File: src/rtl/caravan_por_monitor.sv
// Digital sequencer and readback for the user-area second power-on-reset (POR2).
// Reports which POR domains are valid on GPIO pads as a 2-bit status and a
// 4-bit checkbits code. The pads are released from hi-Z only while the
// management SoC reports that GPIO configuration is done.
module caravan_por_monitor #(
   parameter int STARTUP_CYCLES  = 64,
   parameter int DEBOUNCE_CYCLES = 16,
   parameter int CNT_W           = 8
) (
   input  logic       clock,
   input  logic       resetb,
   input  logic       enable,
   input  logic       por2_vdd,
   output logic [1:0] status,
   output logic [3:0] checkbits,
   output logic [1:0] status_oeb,
   output logic [3:0] checkbits_oeb
);

   typedef enum logic [1:0] {
      IDLE    = 2'd0,
      STARTUP = 2'd1,
      POR1    = 2'd2,
      POR2    = 2'd3
   } state_t;

   localparam logic [CNT_W-1:0] START_LAST = CNT_W'(STARTUP_CYCLES - 1);
   localparam logic [CNT_W-1:0] DEB_LAST   = CNT_W'(DEBOUNCE_CYCLES - 1);

   logic en_meta_q, en_meta_d, en_sync_q, en_sync_d;
   logic por2_meta_q, por2_meta_d, por2_sync_q, por2_sync_d;

   state_t           state_q, state_d;
   logic [CNT_W-1:0] cnt_q, cnt_d;
   logic [CNT_W-1:0] cnt_inc;
   logic [1:0]       status_q, status_d;
   logic [3:0]       checkbits_q, checkbits_d;
   logic             oeb_q, oeb_d;

   // Two-stage synchronizers for the asynchronous enable and POR2 level inputs
   always_comb begin
      en_meta_d   = enable;
      en_sync_d   = en_meta_q;
      por2_meta_d = por2_vdd;
      por2_sync_d = por2_meta_q;
   end

   // Next state, counter and registered output decode; enable loss always wins
   always_comb begin
      state_d     = state_q;
      cnt_d       = cnt_q;
      status_d    = 2'b00;
      checkbits_d = 4'h0;
      oeb_d       = ~en_sync_q;
      cnt_inc     = (cnt_q == {CNT_W{1'b1}}) ? cnt_q : cnt_q + 1'b1;

      if (!en_sync_q) begin
         state_d = IDLE;
         cnt_d   = '0;
      end else begin
         case (state_q)
            IDLE: begin
               state_d = STARTUP;
               cnt_d   = '0;
            end
            STARTUP: begin
               if (cnt_q >= START_LAST) begin
                  state_d = POR1;
                  cnt_d   = '0;
               end else begin
                  cnt_d = cnt_inc;
               end
            end
            POR1: begin
               if (por2_sync_q) begin
                  if (cnt_q >= DEB_LAST) begin
                     state_d = POR2;
                     cnt_d   = '0;
                  end else begin
                     cnt_d = cnt_inc;
                  end
               end else begin
                  cnt_d = '0;
               end
            end
            POR2: begin
               if (!por2_sync_q) begin
                  if (cnt_q >= DEB_LAST) begin
                     state_d = POR1;
                     cnt_d   = '0;
                  end else begin
                     cnt_d = cnt_inc;
                  end
               end else begin
                  cnt_d = '0;
               end
            end
            default: begin
               state_d = IDLE;
               cnt_d   = '0;
            end
         endcase
      end

      case (state_d)
         POR1: begin
            status_d    = 2'b01;
            checkbits_d = 4'h9;
         end
         POR2: begin
            status_d    = 2'b11;
            checkbits_d = 4'h5;
         end
         default: begin
            status_d    = 2'b00;
            checkbits_d = 4'h0;
         end
      endcase
   end

   // State, counter, synchronizer and output registers with asynchronous reset
   always_ff @(posedge clock or negedge resetb) begin
      if (!resetb) begin
         en_meta_q   <= 1'b0;
         en_sync_q   <= 1'b0;
         por2_meta_q <= 1'b0;
         por2_sync_q <= 1'b0;
         state_q     <= IDLE;
         cnt_q       <= '0;
         status_q    <= 2'b00;
         checkbits_q <= 4'h0;
         oeb_q       <= 1'b1;
      end else begin
         en_meta_q   <= en_meta_d;
         en_sync_q   <= en_sync_d;
         por2_meta_q <= por2_meta_d;
         por2_sync_q <= por2_sync_d;
         state_q     <= state_d;
         cnt_q       <= cnt_d;
         status_q    <= status_d;
         checkbits_q <= checkbits_d;
         oeb_q       <= oeb_d;
      end
   end

   assign status        = status_q;
   assign checkbits     = checkbits_q;
   assign status_oeb    = {2{oeb_q}};
   assign checkbits_oeb = {4{oeb_q}};

endmodule

File: config.mk
export PLATFORM = sky130hd
export DESIGN_NAME = caravan_por_monitor
export DESIGN_NICKNAME = d
export VERILOG_FILES = /design/src/rtl/caravan_por_monitor.sv
export SDC_FILE = /design/constraint.sdc
export NUM_CORES = 1
export LEC_CHECK = 0
export CAP_MARGIN = 10
export CELL_PAD_IN_SITES_DETAIL_PLACEMENT = 1
export CELL_PAD_IN_SITES_GLOBAL_PLACEMENT = 1
export CORE_ASPECT_RATIO = 0.5
export CORE_MARGIN = 2
export CORE_UTILIZATION = 24
export DETAILED_ROUTE_END_ITERATION = 16
export GPL_TIMING_DRIVEN = 0
export PLACE_DENSITY = 0.62
export SYNTH_ARGS = -nofsm -noshare
export SYNTH_HDL_FRONTEND = slang
export SYNTH_SLANG_ARGS = --single-unit
File: constraint.sdc
create_clock -name clock -period 3.73 [get_ports clock]
set_input_delay 0.373 -clock clock [delete_from_list [all_inputs] [get_ports clock]]
set_output_delay 0.373 -clock clock [all_outputs]
set_load 0.01 [all_outputs]
==> impl_metrics.tcl <==
set metrics [dict create \
    area_delta_synth_final_pct 30.8 \
    postSynthCellCount 76 \
    viasPerCell 4.13 \
    h-tree-depth 1 \
    crit_required_ps 3360 \
    wire_per_inst_um 10.8 \
    post-route-min-period_ps 1830 \
    rsz0062_at_grt "no" \
    hp-class "register to register" \
    cts_made_buffers 3 \
    drc 0 \
    synthArstFlopShare 1.00 \
    status "completed" \
    worstPathMaxFanout 6 \
    worstSetupPathType "register to primary output" \
    dp_slack_ps 2120 \
    p_leak_nw 0.485 \
    fp-row-count 15 \
    path_clk_slew_ps 70 \
    vias 570 \
    tightestPinTransition_ps 777 \
    maxCapViolCount 0 \
    synth_top_area_cell "dfrtp_1" \
    hold_viol 0 \
    fp.dieH_um 45.5 \
    maxSlewHeadroom 0.480 \
    power_density_nw_per_um2 384 \
    antenna_left 0 \
    worstSkewPairLatency_ps 250 \
    finalPower_uw 417 \
    yosysTopAreaCellShare 0.514 \
    port_buffers 14 \
    ctsRootBufferMaster "clkbuf_8" \
    initial_utilization 0.247 \
    io_pins 16 \
    grt_use_total 0.0906 \
    arrival_ps 1450 \
    gp_congestion 0.739 \
    cts_resized 0 \
    grt_pass1_vias 576 \
    grt_pass1_wl_um 2610 \
    fillCellCount 386 \
    fin_util 0.323 \
    fin_skew_ps 0.812 \
    grt_max_degree 19 \
    syn_area_per_cell_sq_um 10.9 \
    n_antenna_cell 0 \
    fin_crit_sh 0.489 \
    hold_buffers 0 \
    detailed_place_hpwl_um 1090 \
    antenna_found_initial 0 \
    tns_ps 0 \
    max-vdd-ir-drop_mv 0.0910 \
    start_kind "register" \
    die-area_sq_um 3970 \
    ys_ff_latch 18 \
    post_cts.repair.setup_buffers 0 \
    nets 102 \
    drtPass1Iterations 4 \
    cts_sinks 18 \
    synth_cell_types 28 \
    cts_tree "done" \
    drive_above_1_share 0.198 \
    synth_most_common_cell "dfrtp_1" \
    end_kind "primary output" \
    yosysWarnings 0 \
    setup_viol 0 \
    clk_path_buf_depth 2 \
    wl_um 1490 \
    fmaxAchievable_mhz 548 \
    ys.flop_type "dfrtp_1" \
    synth_common_cells "dfrtp_1, nor2_1, buf_4" \
    synth_enable_flop_cells 0 \
    die-width_um 87.1 \
    ys_seq_area_frac 0.545 \
    first_iter_violations 17 \
    core_area_sq_um 3360 \
    setup_ws_ps 1900 \
    globalRouteOverflowTotal 0 \
    slew_violations 0 \
    syn-cell-area_sq_um 828 \
    ys_top_cells_by_area "dfrtp_1, buf_4, nor2_1" \
]
## flip-flops by register name (all words and copies together), names as in the netlist
register,count
oeb_q,1
por2_sync_q,1
status,1
checkbits,2
en_meta_q,1
cnt_q,8
state_q,2
por2_meta_q,1
en_sync_q,1
## cell families (layout without fill, tap and decap cells)
logic type | Yosys count | count (layout) | share of synthesized area
flops | 18 | 18 | 0.545
xor+xnor | 3 | 3 | 0.0317
mux | 1 | 1 | 0.0121
other cells | 1 | 3 | 0.00453
fa+ha+maj | 1 | 1 | 0.0151
compound gates | 11 | 11 | 0.0937
buf+inv | 12 | 30 | 0.0952
simple gates | 29 | 29 | 0.202
## per-layer routing
metal	routed length, um	GRT usage	up-vias
li1	-	-	289
met1	734	0.101	265
met2	670	0.157	14
met3	55	0.0272	2
met4	29	0.0563	0
met5	0	0	-
## cells in the final DEF (no fill, tap or decap), types with 2 or more instances in the layout
cell type / Yosys / final
nand4_1: 2 / 2
o21a_1: 2 / 2
dfrtp_1: 17 / 17
nor3_1: 2 / 2
xor2_1: 3 / 3
clkbuf_8: 0 / 4
nand2_1: 6 / 6
clkdlybuf4s50_1: 0 / 14
nor2_1: 10 / 10
nand3_1: 2 / 2
buf_4: 9 / 9
inv_1: 3 / 3
conb_1: 1 / 3
a21oi_1: 3 / 3
## stage by stage
| stage | cell area (sq um) | cells | hold slack (ps) |
|---|---|---|---|
| floorplan | 836 | 78 | 77.4 |
| global placement | 1030 | 134 | 332 |
| detailed placement | 1030 | 134 | 340 |
| CTS | 1080 | 138 | 357 |
| global route | 1080 | 138 | 370 |
| finish | 1080 | 138 | 353 |
## where the power goes
part           internal (mW)  switching [mW]  leakage [nW]
clock                 0.0937          0.0625        0.0288
sequential             0.205         0.00732         0.230
combinational         0.0278          0.0207         0.227
total                  0.326          0.0905         0.485
## critical path, cell delays in order (launching register included)
cell	delay (ps)
dfstp_2	570
buf_4	110
clkdlybuf4s50_1	520
## worst paths after layout
kind / start / endpoint / slack, ps / cells after the start
min reg2reg: por2_meta_q / por2_sync_q / 350 / 0
min in group asynchronous: resetb / state_q[0] / 580 / 1
max reg2reg: cnt_q[0] / cnt_q[5] / 2150 / 5
max: oeb_q / checkbits_oeb[0] / 1900 / 2
min: por2_meta_q / por2_sync_q / 350 / 0
max in group asynchronous: resetb / cnt_q[2] / 2670 / 1
## layout make-up
| cell class | instances | area [sq um] | area share |
|---|---|---|---|
| multi-input combinational | 48 | 305 | 0.282 |
| buffer | 9 | 67.6 | 0.0624 |
| timing repair buffer | 14 | 140 | 0.129 |
| sequential | 18 | 452 | 0.417 |
| tap | 42 | 52.6 | 0.0485 |
| clock buffer | 4 | 55.1 | 0.0508 |
| inverter | 3 | 11.3 | 0.0104 |
Note: power is estimated with default switching activity, not from simulation.
